[config.mk]
export PLATFORM = sky130hd
export DESIGN_NAME = imem_fetch_ctrl
export DESIGN_NICKNAME = d
export VERILOG_FILES = /design/src/rtl/riscv_fetch_pkg.sv /design/src/rtl/fetch_skid_fifo.sv /design/src/rtl/imem_fetch_ctrl.sv
export SDC_FILE = /design/constraint.sdc
export NUM_CORES = 1
export LEC_CHECK = 0
export ABC_AREA = 1
export BUFFER_PORTS_ARGS = -buffer_cell sky130_fd_sc_hd__buf_2
export CORE_ASPECT_RATIO = 0.8
export CORE_UTILIZATION = 55
export DETAILED_ROUTE_END_ITERATION = 7
export GPL_TIMING_DRIVEN = 0
export HOLD_SLACK_MARGIN = 0.02
export PLACE_DENSITY = 0.79
export SYNTH_ARGS = -nofsm -noshare
export SYNTH_HDL_FRONTEND = slang
export SYNTH_HIERARCHICAL = 1
export SYNTH_SLANG_ARGS = --single-unit
[constraint.sdc]
create_clock -name clk -period 5.15 [get_ports clk]
set_input_delay 1.03 -clock clk [delete_from_list [all_inputs] [get_ports clk]]
set_output_delay 1.03 -clock clk [all_outputs]
set_load 0.02 [all_outputs]
[src/rtl/riscv_fetch_pkg.sv]
// Shared fetch-stage types and constants: FSM state encoding, instruction size,
// skid FIFO geometry and a pointer-increment helper for the FIFO.
package riscv_fetch_pkg;

  typedef enum logic [1:0] {
    IDLE  = 2'd0,
    FETCH = 2'd1,
    HALT  = 2'd2
  } fetch_state_e;

  localparam int unsigned INSTR_BYTES = 4;
  localparam int unsigned FIFO_DEPTH  = 2;
  localparam int unsigned FIFO_PTR_W  = $clog2(FIFO_DEPTH);
  localparam int unsigned FIFO_CNT_W  = $clog2(FIFO_DEPTH + 1);

  localparam logic [31:0] NOP = 32'h0000_0013;

  // Circular pointer increment that also works for non-power-of-two depths.
  function automatic logic [FIFO_PTR_W-1:0] fifo_ptr_inc(input logic [FIFO_PTR_W-1:0] p);
    return (p == FIFO_PTR_W'(FIFO_DEPTH - 1)) ? '0 : p + FIFO_PTR_W'(1);
  endfunction

endpackage

[src/rtl/fetch_skid_fifo.sv]
// Small {pc, instr} FIFO between the memory response and the decode port.
// Flush has priority over push/pop; the head entry is visible combinationally.
module fetch_skid_fifo
  import riscv_fetch_pkg::*;
#(
  parameter int unsigned XLEN = 32
) (
  input  logic                  clk,
  input  logic                  reset,
  input  logic                  flush,
  input  logic                  push,
  input  logic [XLEN-1:0]       push_pc,
  input  logic [XLEN-1:0]       push_instr,
  input  logic                  pop,
  output logic                  valid,
  output logic [XLEN-1:0]       head_pc,
  output logic [XLEN-1:0]       head_instr,
  output logic [FIFO_CNT_W-1:0] count
);

  logic [XLEN-1:0]       pc_mem_q    [FIFO_DEPTH];
  logic [XLEN-1:0]       instr_mem_q [FIFO_DEPTH];
  logic [FIFO_PTR_W-1:0] wr_ptr_q;
  logic [FIFO_PTR_W-1:0] rd_ptr_q;
  logic [FIFO_CNT_W-1:0] count_q;

  // Storage, pointers and occupancy; storage is cleared so outputs read 0 after reset.
  always_ff @(posedge clk or posedge reset) begin
    if (reset) begin
      wr_ptr_q <= '0;
      rd_ptr_q <= '0;
      count_q  <= '0;
      for (int i = 0; i < FIFO_DEPTH; i++) begin
        pc_mem_q[i]    <= '0;
        instr_mem_q[i] <= '0;
      end
    end else if (flush) begin
      wr_ptr_q <= '0;
      rd_ptr_q <= '0;
      count_q  <= '0;
    end else begin
      if (push) begin
        pc_mem_q[wr_ptr_q]    <= push_pc;
        instr_mem_q[wr_ptr_q] <= push_instr;
        wr_ptr_q              <= fifo_ptr_inc(wr_ptr_q);
      end
      if (pop) begin
        rd_ptr_q <= fifo_ptr_inc(rd_ptr_q);
      end
      count_q <= count_q + FIFO_CNT_W'(push) - FIFO_CNT_W'(pop);
    end
  end

  // Head-of-queue view for the decode port.
  always_comb begin
    valid      = (count_q != '0);
    head_pc    = pc_mem_q[rd_ptr_q];
    head_instr = instr_mem_q[rd_ptr_q];
    count      = count_q;
  end

  // The upstream credit rule must never push a full FIFO unless the head leaves too.
  always_ff @(posedge clk) begin
    if (!reset && !flush) begin
      assert (!(push && !pop && (count_q == FIFO_CNT_W'(FIFO_DEPTH))))
        else $error("fetch_skid_fifo: push while full");
    end
  end

endmodule

[src/rtl/imem_fetch_ctrl.sv]
// Fetch sequencer: owns the fetch PC, issues 1-cycle-latency reads to the
// instruction memory, buffers responses in a 2-entry skid FIFO and handles
// redirects by flushing the queue and dropping the stale in-flight response.
// Optional feature macro: FETCH_FAULT_EN (address range/alignment check + HALT).
module imem_fetch_ctrl
  import riscv_fetch_pkg::*;
#(
  parameter int unsigned     XLEN     = 32,
  parameter int unsigned     DEPTH    = 64,
  parameter logic [XLEN-1:0] RESET_PC = '0
) (
  input  logic                     clk,
  input  logic                     reset,
  output logic                     imem_req,
  output logic [$clog2(DEPTH)-1:0] imem_addr,
  input  logic [XLEN-1:0]          imem_rdata,
  input  logic                     redirect_valid,
  input  logic [XLEN-1:0]          redirect_pc,
  output logic                     if_valid,
  input  logic                     if_ready,
  output logic [XLEN-1:0]          if_pc,
  output logic [XLEN-1:0]          if_instr,
  output logic                     if_fault
);

  localparam int unsigned AW = $clog2(DEPTH);
  localparam int unsigned OW = FIFO_CNT_W + 1;

  fetch_state_e          state_q, state_d;
  logic [XLEN-1:0]       pc_q, pc_d;
  logic                  inflight_q, inflight_d;
  logic [XLEN-1:0]       inflight_pc_q, inflight_pc_d;
  logic                  req;
  logic [XLEN-1:0]       issue_pc;
  logic                  pop;
  logic                  push;
  logic                  flush;
  logic                  credit_ok;
  logic [OW-1:0]         occupancy;
  logic                  fifo_valid;
  logic [FIFO_CNT_W-1:0] fifo_count;

`ifdef FETCH_FAULT_EN
  logic fault_q, fault_d;

  function automatic logic addr_fault(input logic [XLEN-1:0] a);
    return (a[1:0] != 2'b00) || ((a >> 2) >= XLEN'(DEPTH));
  endfunction
`endif

  assign pop = fifo_valid & if_ready;

  // Entries the FIFO will hold once everything already requested has landed.
  assign occupancy = {1'b0, fifo_count} + OW'(inflight_q) - OW'(pop);
  assign credit_ok = (occupancy < OW'(FIFO_DEPTH));

  // Next-state, PC and request decode; a redirect overrides every state.
  always_comb begin
    state_d  = state_q;
    pc_d     = pc_q;
    req      = 1'b0;
    issue_pc = pc_q;
    flush    = 1'b0;
    // A response arriving in a redirect cycle belongs to the old stream: drop it.
    push     = inflight_q & ~redirect_valid;
`ifdef FETCH_FAULT_EN
    fault_d  = fault_q;
`endif
    if (redirect_valid) begin
      flush    = 1'b1;
      state_d  = FETCH;
      issue_pc = redirect_pc;
`ifdef FETCH_FAULT_EN
      fault_d  = 1'b0;
      if (addr_fault(redirect_pc)) begin
        state_d = HALT;
        fault_d = 1'b1;
        pc_d    = redirect_pc;
      end else begin
        req  = 1'b1;
        pc_d = redirect_pc + XLEN'(INSTR_BYTES);
      end
`else
      req  = 1'b1;
      pc_d = redirect_pc + XLEN'(INSTR_BYTES);
`endif
    end else begin
      unique case (state_q)
        IDLE: state_d = FETCH;
        FETCH: begin
`ifdef FETCH_FAULT_EN
          if (addr_fault(pc_q)) begin
            state_d = HALT;
            fault_d = 1'b1;
          end else if (credit_ok) begin
            req  = 1'b1;
            pc_d = pc_q + XLEN'(INSTR_BYTES);
          end
`else
          if (credit_ok) begin
            req  = 1'b1;
            pc_d = pc_q + XLEN'(INSTR_BYTES);
          end
`endif
        end
        HALT: state_d = HALT;
        default: state_d = IDLE;
      endcase
    end
    inflight_d    = req;
    inflight_pc_d = issue_pc;
  end

  // FSM, fetch PC and in-flight tracking; reset discards any outstanding read.
  always_ff @(posedge clk or posedge reset) begin
    if (reset) begin
      state_q       <= IDLE;
      pc_q          <= RESET_PC;
      inflight_q    <= 1'b0;
      inflight_pc_q <= '0;
`ifdef FETCH_FAULT_EN
      fault_q       <= 1'b0;
`endif
    end else begin
      state_q       <= state_d;
      pc_q          <= pc_d;
      inflight_q    <= inflight_d;
      inflight_pc_q <= inflight_pc_d;
`ifdef FETCH_FAULT_EN
      fault_q       <= fault_d;
`endif
    end
  end

  // Memory request outputs; out-of-range bits are simply truncated when unchecked.
  always_comb begin
    imem_req  = req;
    imem_addr = issue_pc[AW+1:2];
  end

`ifdef FETCH_FAULT_EN
  assign if_fault = fault_q;
`else
  assign if_fault = 1'b0;
`endif

  fetch_skid_fifo #(
    .XLEN (XLEN)
  ) u_fifo (
    .clk        (clk),
    .reset      (reset),
    .flush      (flush),
    .push       (push),
    .push_pc    (inflight_pc_q),
    .push_instr (imem_rdata),
    .pop        (pop),
    .valid      (fifo_valid),
    .head_pc    (if_pc),
    .head_instr (if_instr),
    .count      (fifo_count)
  );

  assign if_valid = fifo_valid;

endmodule

# Word level (Yosys, flattened, before mapping)
# Index checks and enable logic that the tools add are counted.
# W data, S select, Z words.
word_totals:
  reg_bits: 199
  output_inout_bits: 73
  word_cells: 68
classes:
  addsub: 8
  order_cmp: 4
  n_eq_ne: 3
  muxes: 27
  n_bitwise: 6
  reduce_logical: 9
op_table:
  columns: ["op", "count"]
  rows:
  - ["$mux W32", 11]
  - ["$bwmux W64", 2]
  - ["$add A32 B3 Y32 const B", 2]
  - ["$demux W32 S1", 1]
  - ["$mux W1", 10]
  - ["$reduce_bool A2 Y1", 5]
  - ["$pmux W2 S3", 1]
  - ["$ge A2 B2 Y1 const B", 2]
  - ["$mux W2", 2]
  - ["$not A1 Y2", 2]
  - ["$reduce_and A2 Y1", 2]
  - ["$add A2 B1 Y3", 1]
  - ["$lt A3 B2 Y1 const B", 1]
  - ["$sub A3 B1 Y3", 1]
  - ["$add A1 B1 Y1 const B", 2]
  - ["$add A2 B1 Y2", 1]
  - ["$and A1 B1 Y1", 2]
  - ["$eq A2 B1 Y1 const B", 1]
  - ["$eq A2 B2 Y1 const B", 1]
  - ["$logic_not A2 Y1", 1]
  - ["$lt A2 B1 Y1 const B", 1]
  - ["$ne A2 B2 Y1 const B", 1]
  - ["$not A1 Y1", 2]
  - ["$sub A2 B1 Y2", 1]
  - ["$logic_and A1 B1 Y1", 1]

# Depth between registers and ports, before layout
logic_depth:
  word_depth: 7
  depth_mapped: 15

# By module
# Netlist, hierarchy kept.
modules_own_cells:
  columns: ["mod", "n_inst", "cells_per_inst", "area_per_inst_um2", "seq_area_each_um2"]
  rows:
  - ["fetch_skid_fifo", 1, 575, 6097.1, 3303.2]
  - ["imem_fetch_ctrl", 1, 469, 3642.2, 1676.6]

# Least setup slack after synthesis
# No wires, ideal clock.
synth_path:
  path_type: "input -> output"
  start: "in if_ready"
  end: "out imem_req"
  arrival_ps: 2519
  t_required_ps: 4120
  path_slack_ps: 1601
  path_stages: 9
  cell_sequence: "nand2_1 > inv_1 > ha_1 > nor2_1 > fa_1 > nor2_1 > nand3_1 > nand2_2 > buf_2"
synth_between:
  elab_chain_len: 6
synth_rtl:
  columns: ["element", "line", "text"]
  rows:
  - ["start: declaration", "imem_fetch_ctrl.sv:20", "input logic if_ready,"]
  - ["$and A1 B1 Y1", "imem_fetch_ctrl.sv:51", "assign pop = fifo_valid & if_ready;"]
  - ["named net pop", "imem_fetch_ctrl.sv:35", "logic pop;"]
  - ["$sub A3 B1 Y3", "imem_fetch_ctrl.sv:54", "assign occupancy = {1'b0, fifo_count} + OW'(inflight_q) - OW'(pop);"]
  - ["$lt A3 B2 Y1", "imem_fetch_ctrl.sv:55", "assign credit_ok = (occupancy < OW'(FIFO_DEPTH));"]
  - ["$mux W1", "imem_fetch_ctrl.sv:100", "if (credit_ok) begin"]
  - ["$mux W1", "imem_fetch_ctrl.sv:88", "unique case (state_q)"]
  - ["$mux W1", "imem_fetch_ctrl.sv:69", "if (redirect_valid) begin"]
  - ["end: declaration", "imem_fetch_ctrl.sv:14", "output logic imem_req,"]
# The timed path passes the listed nets, and every way through them passes these cells.

# Worst setup path after layout
# Ends and elaborated chain as after synthesis.

==> summary.txt <==
Outcome
  • Status: completed

Drt
  • Via-to-Cell Ratio: 5.03
  • Vias after detailed routing: 7250
  • Total Wirelength: 21.7 mm
  • DRT antenna net count: 0
  • DRT iter0 DRCs: 466
  • Pre-Repair DR Iteration Count: 5
  • Post-DR wirelength/cell: 15.0 um
  • Final routed DRC violation total: 0

Cells and area
  • Final core occ: 65.9%
  • Layout cells sized above 1: 34.3%
  • Area grow syn2layout: 17.2%
  • Nets: 1277
  • Finished layout cell area: 11400 um2
  • Antenna Cells: 0

Synth
  • Synth Area per Inst: 9.33 um2
  • Synth Area in Simple Gates: 20.2%
  • Post-Syn Nets: 1117
  • Mux cell area share after synthesis: 7.40%
  • Number of synthesized flops with an enable pin: 0
  • Area contributors post-synth: dfrtp_1, nand2_1, mux2_2
  • Synth Area in Adders: 0.719%
  • Area leader, netlist: dfrtp_1
  • Synth Flop Type: dfrtp_1
  • Yosys reg bits: 199
  • Sequential fraction of the synthesis area: 51.1%
  • Synth Area in Compound Gates: 10.6%
  • YS warnings: 6
  • Commonest cells in the netlist: nand2_1, dfrtp_1, inv_1
  • Synth Area in XOR/XNOR: 0.180%
  • Mapped cell area: 9740 um2
  • Mapped Cells: 1044
  • Number of distinct library cells after synthesis: 34
  • Yosys top cell area share: 51.1%
  • Most common cell in the synthesized netlist: nand2_1
  • Largest family of logic cells by synthesized area: simple AND/OR/NAND/NOR gates
  • Post-synth ARST share: 100%

Floorplanning
  • Die Wd: 151 um
  • Row cnt: 43
  • Ports: 141
  • Die height: 121 um
  • Core area: 17300 um2
  • Die area: 18200 um2
  • Initial Util: 56.2%

STA
  • Hold Slack: 0.432 ns
  • Relative max-transition margin: 58.3%
  • Setup TNS: 0 ns
  • Slew Viols, Final: 0
  • Final min period: 4.15 ns
  • Final hold vios: 0
  • Fin worst setup slack: 1.00 ns
  • Period utilization: 80.6%
  • Worst slew pin tran: 0.625 ns
  • RSZ-0062 raised after global routing: no
  • Clk_skew: 0.0142 ns
  • Fmax: 241 MHz
  • Setup-failing EPs final: 0

Critical path
  • RR Endpoint: pc_q[5]
  • Crit path launch type: input port
  • Required @ worst endpoint: 4.12 ns
  • WS Path Type: in -> out
  • Worst Setup SP: if_ready
  • R2R Setup Slk: 2.49 ns
  • CP endpoint: imem_req
  • Worst Path Max Fanout: 11
  • Reg-to-reg startpoint: u_fifo/count[1]
  • CP arrival: 3.12 ns
  • Critical Path End Type: output pin
  • Worst r2r path cells: 12

Clocking
  • CTS H-tree depth: 4
  • Clock Latency Late Sink: 0.44 ns
  • CTS resizes: 0
  • Hold-fix buffers, CTS: 0
  • CTS root buffer: clkbuf_16
  • Clock buffer depth: 2
  • CTS Sinks: 199
  • Post-CTS Setup Bufs: 0
  • CTS tree: built
  • Clock slew at reported path FFs: 0.07 ns
  • Inserted Clock Buffers: 17

Hold path
  • Hold WC Path Type: reg -> reg
  • Hold path depth: 1

Place
  • Dpl hpwl: 15.5 mm
  • Dpl ws: 1.00 ns
  • Placer Congestion: 0.895
  • Port Buffers: 139
  • Cell Area, Placed: 10800 um2

Global routing
  • Vias in the first global route: 7140
  • Initial antenna violation count: 0
  • Pin count of the biggest net entering global routing: 68
  • Grt total ovfl: 0
  • Global-route wire length before repair: 36.0 mm
  • Global-route usage over all layers: 25.8%

Run
  • Max-Cap Viols: 0

Power
  • LEAKAGE: 0.00590 uW
  • Cell Pwr Density: 601 nW/um2
  • Max VDD drop: 0.000312 V
area by class of cell:
class / instances / area (um2)
tap: 225 / 282
clock buffer: 20 / 457
multi-input combinational: 677 / 3810
sequential: 199 / 4980
fill: 1441 / 5910
timing repair buffer: 141 / 743
inverter: 114 / 440
clock inverter: 12 / 188
buffer: 54 / 509
how the worst min path moves through the flow:
stage	start	to	slack [ns]
finish	state_q[0]	state_q[1]	0.43
global route	state_q[0]	state_q[1]	0.44
CTS	state_q[0]	state_q[1]	0.43
detailed placement	state_q[0]	state_q[1]	0.42
global placement	state_q[0]	state_q[1]	0.41
floorplan	state_q[0]	state_q[1]	0.40
cells in the final DEF, fill, tap and decap left out, types with 4 or more instances in the layout:
cell type	n
nor2_4	6
nand3_1	36
nor2_2	11
o21ai_2	64
inv_1	109
mux2_2	64
buf_4	17
nor2_1	37
dfrtp_1	199
a21oi_1	10
nand2_4	4
a31oi_1	5
buf_6	26
o21bai_1	5
o21ai_1	58
buf_2	146
clkbuf_16	17
inv_6	4
bufinv_16	4
nand2_2	34
nand2_1	316
o21ai_0	13
ha_1	4
power by group:
| part | total, uW | internal, uW | switching, uW |
|---|---|---|---|
| Clock | 1450 | 848 | 606 |
| Sequential | 2560 | 2220 | 333 |
| Combinational | 2850 | 1120 | 1740 |
registers in the layout, summed over array words and instances, names as in the netlist:
register / count
state_q: 2
u_fifo/rd_ptr_q: 1
u_fifo/pc_mem_q: 64
inflight_pc_q: 32
pc_q: 32
u_fifo/instr_mem_q: 64
u_fifo/count: 2
u_fifo/wr_ptr_q: 1
inflight_q: 1
kinds of logic after synthesis:
kind of cell,Yosys count
buffers and inverters,168
AO/OA/AOI/OAI,155
AND/OR/NAND/NOR,450
adder cells (fa/ha/maj),5
flip-flops,199
other,1
XOR/XNOR,2
multiplexers,64
stage by stage:
stage / power, uW / instances
global route: 7350 / 1442
global placement: 5330 / 1408
floorplan: 4590 / 1044
CTS: 6900 / 1442
detailed placement: 5420 / 1410
finish: 6860 / 1442
critical path, stage by stage:
cell and delay (ns):
buf_2 0.09, nand2_1 0.05, inv_1 0.07, ha_1 0.29, nor2_1 0.14, fa_1 0.43
nor2_1 0.14, nand3_1 0.11, nand2_2 0.20, buf_2 0.33, buf_2 0.23
routing by layer:
layer	global-route usage, %	up-vias	wire length [um]
li1	-	3621	-
met1	37.1	3393	10300
met2	40.1	208	9880
met3	4.29	28	1120
met4	8.25	0	339
met5	0	-	0
Power figures use the tool's default switching activity.
